## config.mk

```make
export PLATFORM = sky130hd
export DESIGN_NAME = ram_bus_arbiter_flat
export DESIGN_NICKNAME = d
export VERILOG_FILES = /design/src/rtl/ram_bus_arbiter_if.sv /design/src/rtl/ram_bus_arbiter.sv /design/src/flat_wrapper.sv
export SDC_FILE = /design/constraint.sdc
export NUM_CORES = 1
export LEC_CHECK = 0
export ABC_AREA = 0
export CAP_MARGIN = 10
export CORE_AREA = 10 10 136 138
export CTS_BUF_LIST = sky130_fd_sc_hd__clkbuf_8 sky130_fd_sc_hd__clkbuf_16
export DETAILED_ROUTE_END_ITERATION = 12
export DIE_AREA = 0 0 146 148
export PLACE_DENSITY_LB_ADDON = 0.12
export RECOVER_POWER = 25
export SYNTH_ARGS = -nofsm -noshare
export SYNTH_HDL_FRONTEND = slang
export SYNTH_SLANG_ARGS = --single-unit
```

## constraint.sdc

```tcl
create_clock -name clk -period 4.5 [get_ports clk]
set_clock_uncertainty 0.05 [all_clocks]
set_input_delay 1.125 -clock clk [delete_from_list [all_inputs] [get_ports clk]]
set_output_delay 1.125 -clock clk [all_outputs]
set_load 0.02 [all_outputs]
```

## src/rtl/ram_bus_arbiter_if.sv

```systemverilog
// Bus bundle for the RAM arbiter: three requester ports on one side, the shared RAM on the other.
// The slave modport is the arbiter's view; master is the view of everything around it.
interface ram_bus_arbiter_if;
  logic        dbg_req_i;
  logic [31:0] dbg_addr_i;
  logic        dbg_we_i;
  logic [31:0] dbg_wdata_i;
  logic        dbg_gnt_o;
  logic        dbg_rvalid_o;
  logic [31:0] dbg_rdata_o;

  logic        dmem_req_i;
  logic [31:0] dmem_addr_i;
  logic        dmem_we_i;
  logic [2:0]  dmem_size_i;
  logic [31:0] dmem_wdata_i;
  logic        dmem_gnt_o;
  logic        dmem_rvalid_o;
  logic [31:0] dmem_rdata_o;

  logic        if_req_i;
  logic [31:0] if_addr_i;
  logic        if_gnt_o;
  logic        if_rvalid_o;
  logic [31:0] if_rdata_o;

  logic [31:0] ram_addr_o;
  logic        ram_we_o;
  logic        ram_re_o;
  logic [2:0]  ram_size_o;
  logic [31:0] ram_wdata_o;
  logic [31:0] ram_rdata_i;

  logic        hold_flag_o;

  modport slave (
    input  dbg_req_i, dbg_addr_i, dbg_we_i, dbg_wdata_i,
    output dbg_gnt_o, dbg_rvalid_o, dbg_rdata_o,
    input  dmem_req_i, dmem_addr_i, dmem_we_i, dmem_size_i, dmem_wdata_i,
    output dmem_gnt_o, dmem_rvalid_o, dmem_rdata_o,
    input  if_req_i, if_addr_i,
    output if_gnt_o, if_rvalid_o, if_rdata_o,
    output ram_addr_o, ram_we_o, ram_re_o, ram_size_o, ram_wdata_o,
    input  ram_rdata_i,
    output hold_flag_o
  );

  modport master (
    output dbg_req_i, dbg_addr_i, dbg_we_i, dbg_wdata_i,
    input  dbg_gnt_o, dbg_rvalid_o, dbg_rdata_o,
    output dmem_req_i, dmem_addr_i, dmem_we_i, dmem_size_i, dmem_wdata_i,
    input  dmem_gnt_o, dmem_rvalid_o, dmem_rdata_o,
    output if_req_i, if_addr_i,
    input  if_gnt_o, if_rvalid_o, if_rdata_o,
    input  ram_addr_o, ram_we_o, ram_re_o, ram_size_o, ram_wdata_o,
    output ram_rdata_i,
    input  hold_flag_o
  );
endinterface

```

## src/rtl/ram_bus_arbiter.sv

```systemverilog
// Fixed-priority arbiter sharing one single-port RAM between debug, data and fetch ports,
// with a fetch starvation guard and read-response routing after RAM_LAT cycles.
module ram_bus_arbiter #(
  parameter int RAM_LAT    = 1,
  parameter int STARVE_MAX = 4
) (
  input  logic             clk,
  input  logic             rst_n,
  ram_bus_arbiter_if.slave bus
);

  localparam logic [1:0] OWN_DMEM   = 2'd0;
  localparam logic [1:0] OWN_IF     = 2'd1;
  localparam logic [1:0] OWN_DBG    = 2'd2;
  localparam logic [2:0] SIZE_WORD  = 3'b010;
  localparam logic [3:0] STARVE_LIM = 4'(STARVE_MAX);

  logic [3:0]         starve_cnt;
  logic               if_prio;
  logic               gnt_dbg;
  logic               gnt_dmem;
  logic               gnt_if;
  logic [1:0]         rd_owner;
  logic [RAM_LAT-1:0] pipe_valid;
  logic [1:0]         pipe_owner [RAM_LAT];
  logic               tail_valid;
  logic [1:0]         tail_owner;

  assign if_prio = (starve_cnt == STARVE_LIM);

  // Grants are masked by rst_n so nothing reaches the RAM while reset is held.
  always_comb begin
    gnt_dbg  = 1'b0;
    gnt_dmem = 1'b0;
    gnt_if   = 1'b0;
    if (rst_n) begin
      if (if_prio && bus.if_req_i)  gnt_if   = 1'b1;
      else if (bus.dbg_req_i)       gnt_dbg  = 1'b1;
      else if (bus.dmem_req_i)      gnt_dmem = 1'b1;
      else if (bus.if_req_i)        gnt_if   = 1'b1;
    end
  end

  always_comb begin
    bus.ram_addr_o  = 32'h0;
    bus.ram_we_o    = 1'b0;
    bus.ram_re_o    = 1'b0;
    bus.ram_size_o  = 3'b000;
    bus.ram_wdata_o = 32'h0;
    rd_owner        = OWN_DMEM;
    if (gnt_dbg) begin
      bus.ram_addr_o  = bus.dbg_addr_i;
      bus.ram_we_o    = bus.dbg_we_i;
      bus.ram_re_o    = ~bus.dbg_we_i;
      bus.ram_size_o  = SIZE_WORD;
      bus.ram_wdata_o = bus.dbg_wdata_i;
      rd_owner        = OWN_DBG;
    end else if (gnt_dmem) begin
      bus.ram_addr_o  = bus.dmem_addr_i;
      bus.ram_we_o    = bus.dmem_we_i;
      bus.ram_re_o    = ~bus.dmem_we_i;
      bus.ram_size_o  = bus.dmem_size_i;
      bus.ram_wdata_o = bus.dmem_wdata_i;
      rd_owner        = OWN_DMEM;
    end else if (gnt_if) begin
      bus.ram_addr_o  = bus.if_addr_i;
      bus.ram_re_o    = 1'b1;
      bus.ram_size_o  = SIZE_WORD;
      rd_owner        = OWN_IF;
    end
  end

  always_ff @(posedge clk or negedge rst_n) begin
    if (!rst_n) begin
      starve_cnt <= 4'd0;
    end else if (!bus.if_req_i || gnt_if) begin
      starve_cnt <= 4'd0;
    end else if (starve_cnt != STARVE_LIM) begin
      starve_cnt <= starve_cnt + 4'd1;
    end
  end

  // One slot per cycle of RAM latency; writes enter as invalid so they never produce rvalid.
  always_ff @(posedge clk or negedge rst_n) begin
    if (!rst_n) begin
      pipe_valid <= '0;
      for (int i = 0; i < RAM_LAT; i++) pipe_owner[i] <= OWN_DMEM;
    end else begin
      pipe_valid[0] <= bus.ram_re_o;
      pipe_owner[0] <= rd_owner;
      for (int i = 1; i < RAM_LAT; i++) begin
        pipe_valid[i] <= pipe_valid[i-1];
        pipe_owner[i] <= pipe_owner[i-1];
      end
    end
  end

  assign tail_valid = pipe_valid[RAM_LAT-1];
  assign tail_owner = pipe_owner[RAM_LAT-1];

  assign bus.dbg_gnt_o     = gnt_dbg;
  assign bus.dmem_gnt_o    = gnt_dmem;
  assign bus.if_gnt_o      = gnt_if;
  assign bus.hold_flag_o   = rst_n & bus.if_req_i & ~gnt_if;

  assign bus.dbg_rvalid_o  = tail_valid && (tail_owner == OWN_DBG);
  assign bus.dmem_rvalid_o = tail_valid && (tail_owner == OWN_DMEM);
  assign bus.if_rvalid_o   = tail_valid && (tail_owner == OWN_IF);

  assign bus.dbg_rdata_o   = bus.dbg_rvalid_o  ? bus.ram_rdata_i : 32'h0;
  assign bus.dmem_rdata_o  = bus.dmem_rvalid_o ? bus.ram_rdata_i : 32'h0;
  assign bus.if_rdata_o    = bus.if_rvalid_o   ? bus.ram_rdata_i : 32'h0;

endmodule

```

## src/flat_wrapper.sv

```systemverilog
// flat-port wrapper written by rule: the top's interface ports become plain ports
module ram_bus_arbiter_flat 
#(
  parameter int RAM_LAT    = 1,
  parameter int STARVE_MAX = 4
)
  (clk, rst_n, bus_dbg_req_i, bus_dbg_addr_i, bus_dbg_we_i, bus_dbg_wdata_i, bus_dbg_gnt_o, bus_dbg_rvalid_o, bus_dbg_rdata_o, bus_dmem_req_i, bus_dmem_addr_i, bus_dmem_we_i, bus_dmem_size_i, bus_dmem_wdata_i, bus_dmem_gnt_o, bus_dmem_rvalid_o, bus_dmem_rdata_o, bus_if_req_i, bus_if_addr_i, bus_if_gnt_o, bus_if_rvalid_o, bus_if_rdata_o, bus_ram_addr_o, bus_ram_we_o, bus_ram_re_o, bus_ram_size_o, bus_ram_wdata_o, bus_ram_rdata_i, bus_hold_flag_o);
  ram_bus_arbiter_if bus_i ();
  input  logic clk;
  input  logic rst_n;
  input wire logic [$bits(bus_i.dbg_req_i)-1:0] bus_dbg_req_i;
  input wire logic [$bits(bus_i.dbg_addr_i)-1:0] bus_dbg_addr_i;
  input wire logic [$bits(bus_i.dbg_we_i)-1:0] bus_dbg_we_i;
  input wire logic [$bits(bus_i.dbg_wdata_i)-1:0] bus_dbg_wdata_i;
  output wire logic [$bits(bus_i.dbg_gnt_o)-1:0] bus_dbg_gnt_o;
  output wire logic [$bits(bus_i.dbg_rvalid_o)-1:0] bus_dbg_rvalid_o;
  output wire logic [$bits(bus_i.dbg_rdata_o)-1:0] bus_dbg_rdata_o;
  input wire logic [$bits(bus_i.dmem_req_i)-1:0] bus_dmem_req_i;
  input wire logic [$bits(bus_i.dmem_addr_i)-1:0] bus_dmem_addr_i;
  input wire logic [$bits(bus_i.dmem_we_i)-1:0] bus_dmem_we_i;
  input wire logic [$bits(bus_i.dmem_size_i)-1:0] bus_dmem_size_i;
  input wire logic [$bits(bus_i.dmem_wdata_i)-1:0] bus_dmem_wdata_i;
  output wire logic [$bits(bus_i.dmem_gnt_o)-1:0] bus_dmem_gnt_o;
  output wire logic [$bits(bus_i.dmem_rvalid_o)-1:0] bus_dmem_rvalid_o;
  output wire logic [$bits(bus_i.dmem_rdata_o)-1:0] bus_dmem_rdata_o;
  input wire logic [$bits(bus_i.if_req_i)-1:0] bus_if_req_i;
  input wire logic [$bits(bus_i.if_addr_i)-1:0] bus_if_addr_i;
  output wire logic [$bits(bus_i.if_gnt_o)-1:0] bus_if_gnt_o;
  output wire logic [$bits(bus_i.if_rvalid_o)-1:0] bus_if_rvalid_o;
  output wire logic [$bits(bus_i.if_rdata_o)-1:0] bus_if_rdata_o;
  output wire logic [$bits(bus_i.ram_addr_o)-1:0] bus_ram_addr_o;
  output wire logic [$bits(bus_i.ram_we_o)-1:0] bus_ram_we_o;
  output wire logic [$bits(bus_i.ram_re_o)-1:0] bus_ram_re_o;
  output wire logic [$bits(bus_i.ram_size_o)-1:0] bus_ram_size_o;
  output wire logic [$bits(bus_i.ram_wdata_o)-1:0] bus_ram_wdata_o;
  input wire logic [$bits(bus_i.ram_rdata_i)-1:0] bus_ram_rdata_i;
  output wire logic [$bits(bus_i.hold_flag_o)-1:0] bus_hold_flag_o;
  assign bus_i.dbg_req_i = bus_dbg_req_i;
  assign bus_i.dbg_addr_i = bus_dbg_addr_i;
  assign bus_i.dbg_we_i = bus_dbg_we_i;
  assign bus_i.dbg_wdata_i = bus_dbg_wdata_i;
  assign bus_dbg_gnt_o = bus_i.dbg_gnt_o;
  assign bus_dbg_rvalid_o = bus_i.dbg_rvalid_o;
  assign bus_dbg_rdata_o = bus_i.dbg_rdata_o;
  assign bus_i.dmem_req_i = bus_dmem_req_i;
  assign bus_i.dmem_addr_i = bus_dmem_addr_i;
  assign bus_i.dmem_we_i = bus_dmem_we_i;
  assign bus_i.dmem_size_i = bus_dmem_size_i;
  assign bus_i.dmem_wdata_i = bus_dmem_wdata_i;
  assign bus_dmem_gnt_o = bus_i.dmem_gnt_o;
  assign bus_dmem_rvalid_o = bus_i.dmem_rvalid_o;
  assign bus_dmem_rdata_o = bus_i.dmem_rdata_o;
  assign bus_i.if_req_i = bus_if_req_i;
  assign bus_i.if_addr_i = bus_if_addr_i;
  assign bus_if_gnt_o = bus_i.if_gnt_o;
  assign bus_if_rvalid_o = bus_i.if_rvalid_o;
  assign bus_if_rdata_o = bus_i.if_rdata_o;
  assign bus_ram_addr_o = bus_i.ram_addr_o;
  assign bus_ram_we_o = bus_i.ram_we_o;
  assign bus_ram_re_o = bus_i.ram_re_o;
  assign bus_ram_size_o = bus_i.ram_size_o;
  assign bus_ram_wdata_o = bus_i.ram_wdata_o;
  assign bus_i.ram_rdata_i = bus_ram_rdata_i;
  assign bus_hold_flag_o = bus_i.hold_flag_o;
  ram_bus_arbiter #(.RAM_LAT(RAM_LAT), .STARVE_MAX(STARVE_MAX)) u_core (.clk(clk), .rst_n(rst_n), .bus(bus_i));
endmodule
```

==> results.toml <==
[detailed_routing]
route.detailed.vias_per_inst = 4.26
detailedRoute.firstPassIterationCount = 4
num_vias = 3774
number_of_remaining_drc_errors = 0
drtIter0Drc = 99
post_drt_wl_per_cell_um = 20.9
drt.antenna.violating_nets = 0
drt-total-wl_um = 18500

[sta]
timing.final.setup_violations = 0
grt_setup_unrepaired = "no"
crit_share_post_route_pct = 96.1
max-slew-margin-rel_pct = 23.1
post-route-min-period_ns = 4.32
drv_slew = 0
finalHoldViolations = 0
fmaxAchievable_mhz = 231
setup_tns_ns = 0
timing_worst_slew_pin_value_ns = 1.15

[setup_path]
cpMostUsedCell = "sky130_fd_sc_hd__clkdlybuf4s50_1"
critical_path.max_stage_delay_ns = 0.63
cp_data_required_time_ns = 3.32
cp_data_arrival_time_ns = 3.15
cp_num_buf_inv = 3
critical_path_launch_point_type = "input port"
cp_max_fo = 42
end_kind = "output port"
timing.critical_path.slowest_stage_cell = "sky130_fd_sc_hd__clkdlybuf4s50_1"
cpLargestDelayFamily = "buffers and inverters"
worst-setup-path-type = "input port to output port"
critical_path.cell_chain = "clkdlybuf4s50_1 -> nor2b_4 -> buf_12 -> a22oi_1 -> o2bb2ai_1 -> clkdlybuf4s50_1"

[cells_and_area]
final_net_count = 874
synthToLayoutAreaGrowth_pct = 185
final_layout_size_suffix_gt1_share_pct = 3.59
n_antenna_cell = 0
instances_no_fill = 885

[cts]
cts_max_path_buffers = 2
tritoncts = "yes"
post_cts_buffers = 0
cts_made_buffers = 3
cts.hold.buffers_added = 0
htreeDepth = 1
cts_clk_pin_slew_worst_paths_ns = 0.03
clock_sinks = 7
clk_root_buffer_cell = "sky130_fd_sc_hd__clkbuf_16"
clock_latency_ns = 0.23
cts_repair_resize_count = 0

[grt]
vias_in_the_first_global_route = 4063
track_usage_pct = 15.7
wire_length_of_the_first_global_routing_pass_um = 26800
grt_start_max_net_pins = 63
global_route.overflow_total = 0
antenna_found_initial = 1

[die]
dieHeight_um = 148
die_area_sq_um = 21600
die_w_um = 146
boundaryPins = 374
rows = 46
placeableCoreArea_sq_um = 15700
initial_core_util_pct = 13.9

[placement]
placedCellCount = 880
place.gp.congestion = 0.804
numPortBuffers = 373
dp_hpwl_um = 16300

[status]
outcome = "complete, no violations"

[power]
leakage_uw = 0.00239
powerDensity_nw_per_um2 = 125
ir_worst_vdd_mv = 0.0816

[synth]
number_of_distinct_library_cells_after_synthesis = 30
seq_area_frac_synth_pct = 8.00
synthesis.instances = 315
yosys_warnings = 0
yosys_register_bits = 7
postSynthNetCount = 519
syn-mean-instance-area_sq_um = 6.95
syn_area_sq_um = 2190

[run]
timing.max_cap.violations = 0

[worst_hold_path]
hold_class = "register to register"
[per-layer routing]
layer	up-vias	global-route usage, %	routed length, um	part of all wire, %
li1	1851	-	-	-
met1	1676	14.3	6140	33
met2	237	31.9	10200	55
met3	10	6.87	2060	11
met4	0	1.85	125	0.67
met5	-	0	0	0
[per-stage QoR]
step                      util, %  setup slack [ns]  power, uW  instance area, sq um  hold WS [ns]
after global routing         39.7            0.0542        825                  6240         0.540
after CTS                    39.7            0.0831        796                  6240         0.507
final                        39.7             0.177        781                  6240         0.506
after global placement       39.2             0.109        639                  6160         0.488
after detailed placement     39.2            0.0744        644                  6160         0.498
after floorplan                 -              1.14        283                  2190         0.455
[final timing paths]
| path | startpoint | endpoint | slack, ns | cells after the start |
|---|---|---|---|---|
| max | bus_dmem_req_i | bus_ram_addr_o[6] | 0.18 | 6 |
| min | u_core.starve_cnt[0]$_DFFE_PN0P_ | u_core.starve_cnt[0]$_DFFE_PN0P_ | 0.51 | 1 |
| max reg2reg | u_core.starve_cnt[0]$_DFFE_PN0P_ | u_core.pipe_valid$_DFF_PN0_ | 2.71 | 5 |
| min reg2reg | u_core.starve_cnt[0]$_DFFE_PN0P_ | u_core.starve_cnt[0]$_DFFE_PN0P_ | 0.51 | 1 |
| max in group asynchronous | rst_n | u_core.starve_cnt[0]$_DFFE_PN0P_ | 2.94 | 2 |
| min in group asynchronous | rst_n | u_core.pipe_owner[1]$_DFF_PN0_ | 1.08 | 1 |
[area by class of cell]
type                       count  area [sq um]
clock buffer                   3          75.1
clock inverter                 1          3.75
fill                        1623          9470
inverter                       5          18.8
multi-input combinational    268          1810
sequential                     7           175
tap                          216           270
timing repair buffer         385          3880
[state kept, by name (all words and copies together) (netlist names)]
register / cells
u_core.starve_cnt: 4
u_core.pipe_owner: 2
u_core.pipe_valid: 1
[cell usage in the layout (no fill, tap or decap), drive strengths merged, types with 6 or more instances in the layout]
cell,n
inv,6
a22oi,65
dfrtp,7
clkdlybuf4s50,339
buf,14
a21oi,6
and2,98
dlygate4sd3,31
nor2,35
o2bb2ai,32
[power by group]
part           leakage [uW]  total [uW]  internal [uW]  switching, uW
Sequential        0.0000930        71.1           67.1           3.95
Clock             0.0000423         148            115           33.0
Combinational       0.00226         561            321            240
Total               0.00239         781            504            277
[cells by family (layout without fill, tap and decap cells)]
family / after synthesis / count (layout) / synth area share, %
buffers and inverters: 40 / 394 / 10.3
adders and majority gates: 2 / 2 / 1.14
AOI/OAI and AO/OA: 111 / 111 / 39.8
xor gates and xnor gates: 1 / 1 / 0.400
and+or+nand+nor: 154 / 154 / 40.4
DFF: 7 / 7 / 8.00
[Yosys cell counts (all sizes together)]
cell type,n,area (sq um)
and2,98,613
a22oi,65,488
nor2,35,131
o2bb2ai,32,287
buf,22,158
clkbuf,13,48.8
dfrtp,7,175
a21oi,6,41.3
inv,5,18.8
nand2,4,15.0
nand3,4,20.0
and3,3,18.8
nor2b,3,18.8
o21ai,3,15.0
a311oi,2,17.5
and3b,2,17.5
ha,2,25.0
nand3b,2,27.5
o31ai,2,15.0
a21o,1,7.51
nor3,1,5.00
nor3b,1,7.51
or2,1,8.76
xnor2,1,8.76
(Power assumes the default switching activity.)
